[src/rtl/mem_arbiter.sv]
// Two-master arbiter sharing one physical memory port between the instruction
// and data caches; alternates grants under contention and inserts a release cycle.
module mem_arbiter #(
    parameter int ADDR_WIDTH = 16,
    parameter int LINE_WIDTH = 128
) (
    input  logic                  clk,
    input  logic                  reset_n,

    input  logic                  icache_pmem_read,
    input  logic [ADDR_WIDTH-1:0] icache_pmem_address,
    output logic [LINE_WIDTH-1:0] icache_pmem_rdata,
    output logic                  icache_pmem_resp,

    input  logic                  dcache_pmem_read,
    input  logic                  dcache_pmem_write,
    input  logic [ADDR_WIDTH-1:0] dcache_pmem_address,
    input  logic [LINE_WIDTH-1:0] dcache_pmem_wdata,
    output logic [LINE_WIDTH-1:0] dcache_pmem_rdata,
    output logic                  dcache_pmem_resp,

    output logic                  pmem_read,
    output logic                  pmem_write,
    output logic [ADDR_WIDTH-1:0] pmem_address,
    output logic [LINE_WIDTH-1:0] pmem_wdata,
    input  logic [LINE_WIDTH-1:0] pmem_rdata,
    input  logic                  pmem_resp,

    output logic                  arb_busy
);

    typedef enum logic [1:0] {IDLE, SERVE_I, SERVE_D, RELEASE} state_t;
    typedef enum logic {GRANT_I, GRANT_D} grant_t;

    state_t                state, state_next;
    grant_t                last_grant, last_grant_next;
    logic                  grant_i, grant_d;
    logic                  i_req, d_req;
    logic [ADDR_WIDTH-1:0] addr_q;
    logic [LINE_WIDTH-1:0] wdata_q;
    logic                  write_q;

    assign i_req = icache_pmem_read;
    assign d_req = dcache_pmem_read | dcache_pmem_write;

    always_ff @(posedge clk or negedge reset_n) begin
        if (!reset_n) begin
            state      <= IDLE;
            last_grant <= GRANT_I;
        end else begin
            state      <= state_next;
            last_grant <= last_grant_next;
        end
    end

    always_comb begin
        state_next       = state;
        last_grant_next  = last_grant;
        grant_i          = 1'b0;
        grant_d          = 1'b0;
        pmem_read        = 1'b0;
        pmem_write       = 1'b0;
        icache_pmem_resp = 1'b0;
        dcache_pmem_resp = 1'b0;
        unique case (state)
            IDLE: begin
                // Under contention the side that did not win last time goes first.
                if (i_req && (!d_req || last_grant == GRANT_D)) begin
                    grant_i         = 1'b1;
                    state_next      = SERVE_I;
                    last_grant_next = GRANT_I;
                end else if (d_req) begin
                    grant_d         = 1'b1;
                    state_next      = SERVE_D;
                    last_grant_next = GRANT_D;
                end
            end
            SERVE_I: begin
                pmem_read = 1'b1;
                if (pmem_resp) begin
                    icache_pmem_resp = 1'b1;
                    state_next       = RELEASE;
                end
            end
            SERVE_D: begin
                pmem_read  = ~write_q;
                pmem_write = write_q;
                if (pmem_resp) begin
                    dcache_pmem_resp = 1'b1;
                    state_next       = RELEASE;
                end
            end
            RELEASE: state_next = IDLE;
            default: state_next = IDLE;
        endcase
    end

    // Transaction is frozen at grant so requester changes mid-service are invisible.
    always_ff @(posedge clk or negedge reset_n) begin
        if (!reset_n) begin
            addr_q  <= '0;
            wdata_q <= '0;
            write_q <= 1'b0;
        end else if (grant_i) begin
            addr_q  <= icache_pmem_address;
            wdata_q <= dcache_pmem_wdata;
            write_q <= 1'b0;
        end else if (grant_d) begin
            addr_q  <= dcache_pmem_address;
            wdata_q <= dcache_pmem_wdata;
            write_q <= dcache_pmem_write;
        end
    end

    assign pmem_address      = addr_q;
    assign pmem_wdata        = wdata_q;
    assign icache_pmem_rdata = pmem_rdata;
    assign dcache_pmem_rdata = pmem_rdata;
    assign arb_busy          = (state != IDLE);

endmodule

[config.mk]
export PLATFORM = sky130hd
export DESIGN_NAME = mem_arbiter
export DESIGN_NICKNAME = d
export VERILOG_FILES = /design/src/rtl/mem_arbiter.sv
export SDC_FILE = /design/constraint.sdc
export NUM_CORES = 1
export LEC_CHECK = 0
export BUFFER_PORTS_ARGS = -buffer_cell sky130_fd_sc_hd__buf_2
export CORE_AREA = 4 4 267 269
export DETAILED_ROUTE_END_ITERATION = 8
export DIE_AREA = 0 0 271 273
export PLACE_DENSITY = 0.42
export RECOVER_POWER = 100
export SLEW_MARGIN = 30
export SYNTH_ARGS = -nofsm -noshare
export SYNTH_HDL_FRONTEND = slang
export SYNTH_SLANG_ARGS = --single-unit
[constraint.sdc]
create_clock -name clk -period 2.3 [get_ports clk]
set_input_delay 0.23 -clock clk [delete_from_list [all_inputs] [get_ports clk]]
set_output_delay 0.23 -clock clk [all_outputs]
set_load 0.01 [all_outputs]
Word-level counts from Yosys, hierarchy flattened
Cells that the tools add are included.

word-level totals
  register bits after elaboration = 148
  input bits = 294
  word-level logic and storage cells = 44

cells by class
  equal/unequal tests = 5
  muxes and demuxes = 22
  bitwise operators = 2
  reductions and logical operators = 10

operators with widths
  operator                                                                count
  128-bit 2-to-1 mux                                                      2
  16-bit 2-to-1 mux                                                       2
  1-bit 2-to-1 mux                                                        13
  2-bit 2-to-1 mux                                                        3
  2-bit case mux with 3 select lines                                      1
  2-bit nonzero test                                                      3
  2-bit equality test (second input constant)                             2
  2-bit AND reduction                                                     2
  3-bit != test (second input constant)                                   1
  2-bit by 1-bit equality test with 1-bit output (second input constant)  1
  2-bit logical NOT                                                       1
  2-bit by 1-bit != test with 1-bit output (second input constant)        1
  1-bit case mux with 2 select lines                                      1
  2-bit OR reduction                                                      1
  1-bit logical AND                                                       1
  1-bit logical NOT                                                       1
  1-bit logical OR                                                        1
  1-bit NOT                                                               1
  1-bit OR                                                                1

Depth between registers and ports, before layout
  depth after elaboration = 8
  depth in mapped cells = 8
  depth with buffers taken out = 5

Worst setup path after synthesis
Ideal clock, no wire load.

  path type = register to register
  start point = register state[0]
  end point = register state[1]
  setup time = 0.125 ns
  data arrival time = 1.381 ns
  required time = 2.175 ns
  slack = 0.795 ns
  stages on the path, launching flop included = 6
  path buffers = 0
  period minus slack after synthesis = 1.505 ns
  path through = dfrtp_1 -> inv_1 -> ha_1 -> nor2b_1 -> a21oi_1 -> mux2_2

on the way
  word-level cells in the longest chain between the ends = 4

ends and longest elaborated chain
  item                                                                                   line  text
  from (decl)                                                                            35    state_t state, state_next;
  from (signal assigned)                                                                 51    state <= state_next;
  2-bit equality test or 2-bit by 1-bit equality test with 1-bit output (tied branches)  65    unique case (state)
  2-bit OR reduction (no source line)                                                    n/a
  2-bit by 1-bit != test with 1-bit output (no source line)                              n/a
  2-bit AND reduction (no source line)                                                   n/a

Several ways; a longest one is shown, not always the timed one.
A chain may end at the register's enable or synchronous reset.

Worst setup path after layout
  start point = register state[1]
  end point = register addr_q[15], in the netlist pmem_address[15]

on the way
  word-level cells in the longest chain between the ends = 3

ends and longest elaborated chain
  item                                                     line  text
  2-bit logical NOT *                                      65
  1-bit 2-to-1 mux                                         65
  16-bit 2-to-1 mux or 2-bit nonzero test (tied branches)  n/a
  to (signal assigned)                                     105   addr_q <= icache_pmem_address;
  to (signal assigned)                                     109   addr_q <= dcache_pmem_address;
  to (decl)                                                39    logic [ADDR_WIDTH-1:0] addr_q;

Mark *: on every way between the ends. The rest lies on a longest branch, timed or not.

==> impl_metrics.ini <==
[timing]
drv_slew = 0
layout_setup_ws_ns = 0.207
final-setup-viol-count = 0
post-route-period-util = 0.910
grt_setup_unrepaired = no
worstMarginPinSlew_ns = 1.47
fin_hold_ws_ns = 0.0743
fin_tns_setup_ns = 0
fin_crit_ns = 2.09
max_clock_freq_mhz = 478
clock-skew-final_ns = 0.0103
relSlewSlack = 0.0206
hold_violations = 0

[die]
fp.dieW_um = 271
start_util = 0.115
die_h_um = 273
core_area_sq_um = 68600
rows = 96
ios = 699
die-area_sq_um = 74000

[route]
avgRoutedWirePerCell_um = 13.2
vias = 6358
routed_wl_mm = 27.2
drtIter0Drc = 236
vias_per_cell = 3.08
ant_nets = 0
dr.pass1.iters = 4
drc = 0

[worst_setup_path]
crit_type = flop to flop
start_kind = flop
end_kind = flop
crit_start = state[1]$_DFFE_PN0P_
r2r-start = state[1]$_DFFE_PN0P_
critPathMaxFanout = 77
cp.required_ns = 2.68
arrival_ns = 2.48

[power]
peakVddDrop_uv = 397
power_density_nw_per_um2 = 1190
power_mw = 12.3
power_leakage_nw = 4.90

[grt]
grt_start_max_net_pins = 78
gr-total-overflow = 0
grt_pass1_vias = 6927
grt_pass1_wl_mm = 41.2
track_usage = 0.0736
antenna_found_initial = 3

[logic_synthesis]
synthAdderAreaFrac = 0.00632
synthCells = 919
syn_area_per_cell_sq_um = 8.61
synthesis.nets = 1217
synth-simple-area-share = 0.196
synth_top_family_by_area = buffers and inverters
seq_area_frac_synth = 0.468
synthXorXnorAreaFrac = 0
ys_ff_latch = 148
muxShareOfSynthArea = 0.00269
synth_warnings = 0
synth_compound_area_frac = 0.0463
synth_area_sq_um = 7920
synth_cell_types = 27

[min_path]
hold_path_class = input pin to flop
min-delay-start = dcache_pmem_address[11]

[cts]
cts_tree = done
root_buffer = clkbuf_16
cts_buffers = 17
htree_levels = 4
clk_pin_slew_ns = 0.06
cts.sinks = 148
insertion_delay_ns = 0.47
cts_buffer_depth = 2

[layout]
postLayoutCellArea_sq_um = 10400
final_layout_size_suffix_gt1_frac = 0.187
final_cell_mix = nand2_1, buf_2, clkbuf_1
final_common_cell = nand2_1
nets = 1413
fin_cells = 2061
n_fill_cell = 7896
multi_input_area_sq_um = 2000
final_util = 0.152
regArea_sq_um = 3700
syn2layout_area_growth_pct = 31.6

[placed_design]
place_area_sq_um = 8670
hpwl_mm = 20.1
place_congestion = 0.777
post-place-cells = 1884
io_buffers = 314
dp_slack_ns = 0.201

[run]
cap_viol_max_count = 0

[outcome]
status = completed
[area by class of cell]
class / count / area share
diodes: 3 / 0.000721
clock buffers: 20 / 0.0439
clock inverters: 11 / 0.00757
inverters: 3 / 0.00108
multi-input cells: 473 / 0.192
flip-flops and latches: 148 / 0.356
well taps: 931 / 0.112
repair buffers: 472 / 0.287
[path summary, 6_finish.rpt]
path,to,slack (ns),cells past startpoint
worst min-delay path,pmem_address[11]$_DFFE_PN0P_,0.07,3
worst min register to register,pmem_wdata[115]$_DFFE_PN0P_,0.48,2
worst max-delay path,pmem_address[15]$_DFFE_PN0P_,0.21,6
min in group asynchronous,pmem_wdata[25]$_DFFE_PN0P_,0.65,2
max in group asynchronous,pmem_wdata[28]$_DFFE_PN0P_,0.55,3
worst max register to register,pmem_address[15]$_DFFE_PN0P_,0.21,6
[critical path: stages, from the launching register on]
cell and delay, ns:
dfrtp_1 0.40, inv_1 0.13, ha_2 0.34, o31a_2 0.24, buf_6 0.44, a22oi_1 0.19
o21ai_0 0.17
[kinds of logic (layout without fill, tap and decap cells)]
logic type,after synthesis,after routing
simple gates,409,409
buf+inv,298,506
other cells,0,3
mux,2,2
compound gates,58,58
fa+ha+maj,4,4
flops,148,148
[sequential cells by signal, summed over array words and instances (netlist names)]
register      count
last_grant        1
state             2
pmem_wdata      128
write_q           1
pmem_address     16
[cell usage after synthesis]
library cell,number,area share
a2bb2oi_2,1,0.0019
nor2_1,1,0.00047
buf_6,10,0.014
a22o_1,1,0.0011
inv_1,3,0.0014
and2_1,4,0.0032
a32o_1,1,0.0013
dfrtp_1,148,0.47
a31oi_1,2,0.0016
o21ai_1,3,0.0019
nor3_1,1,0.00063
ha_1,4,0.0063
buf_2,6,0.0038
o21ai_0,13,0.0082
mux2_2,1,0.0014
o31ai_1,1,0.00095
o21a_1,1,0.00095
a21oi_1,17,0.011
clkbuf_2,1,0.00063
nor2b_1,3,0.0024
clkbuf_1,7,0.0033
a22oi_1,16,0.015
o21bai_2,1,0.0014
nand2_1,400,0.19
buf_4,271,0.26
mux2i_1,1,0.0013
o31a_1,1,0.0011
[report_power, final]
group | total, mW | leakage (nW) | switching, mW | internal, mW
Sequential | 4.59 | 1.83 | 0.710 | 3.88
Clock | 2.71 | 0.251 | 1.28 | 1.43
Combinational | 5.05 | 2.82 | 3.26 | 1.79
[what timing repair did]
action                                  4_1_cts  5_1_grt
gates resized for setup                       1        0
hold endpoints to repair                    186        0
setup buffers                                 0        0
hold buffers                                143        0
endpoints found under the setup margin        1        0
[routing by layer]
| metal | GRT usage | vias up | share of wire |
|---|---|---|---|
| met3 | 0.0384 | 100 | 0.11 |
| met4 | 0.0539 | 2 | 0.060 |
| li1 | - | 2973 | - |
| met2 | 0.112 | 386 | 0.45 |
| met5 | 0.00329 | - | 0.0012 |
| met1 | 0.0780 | 2897 | 0.39 |
(Power assumes the default switching activity.)
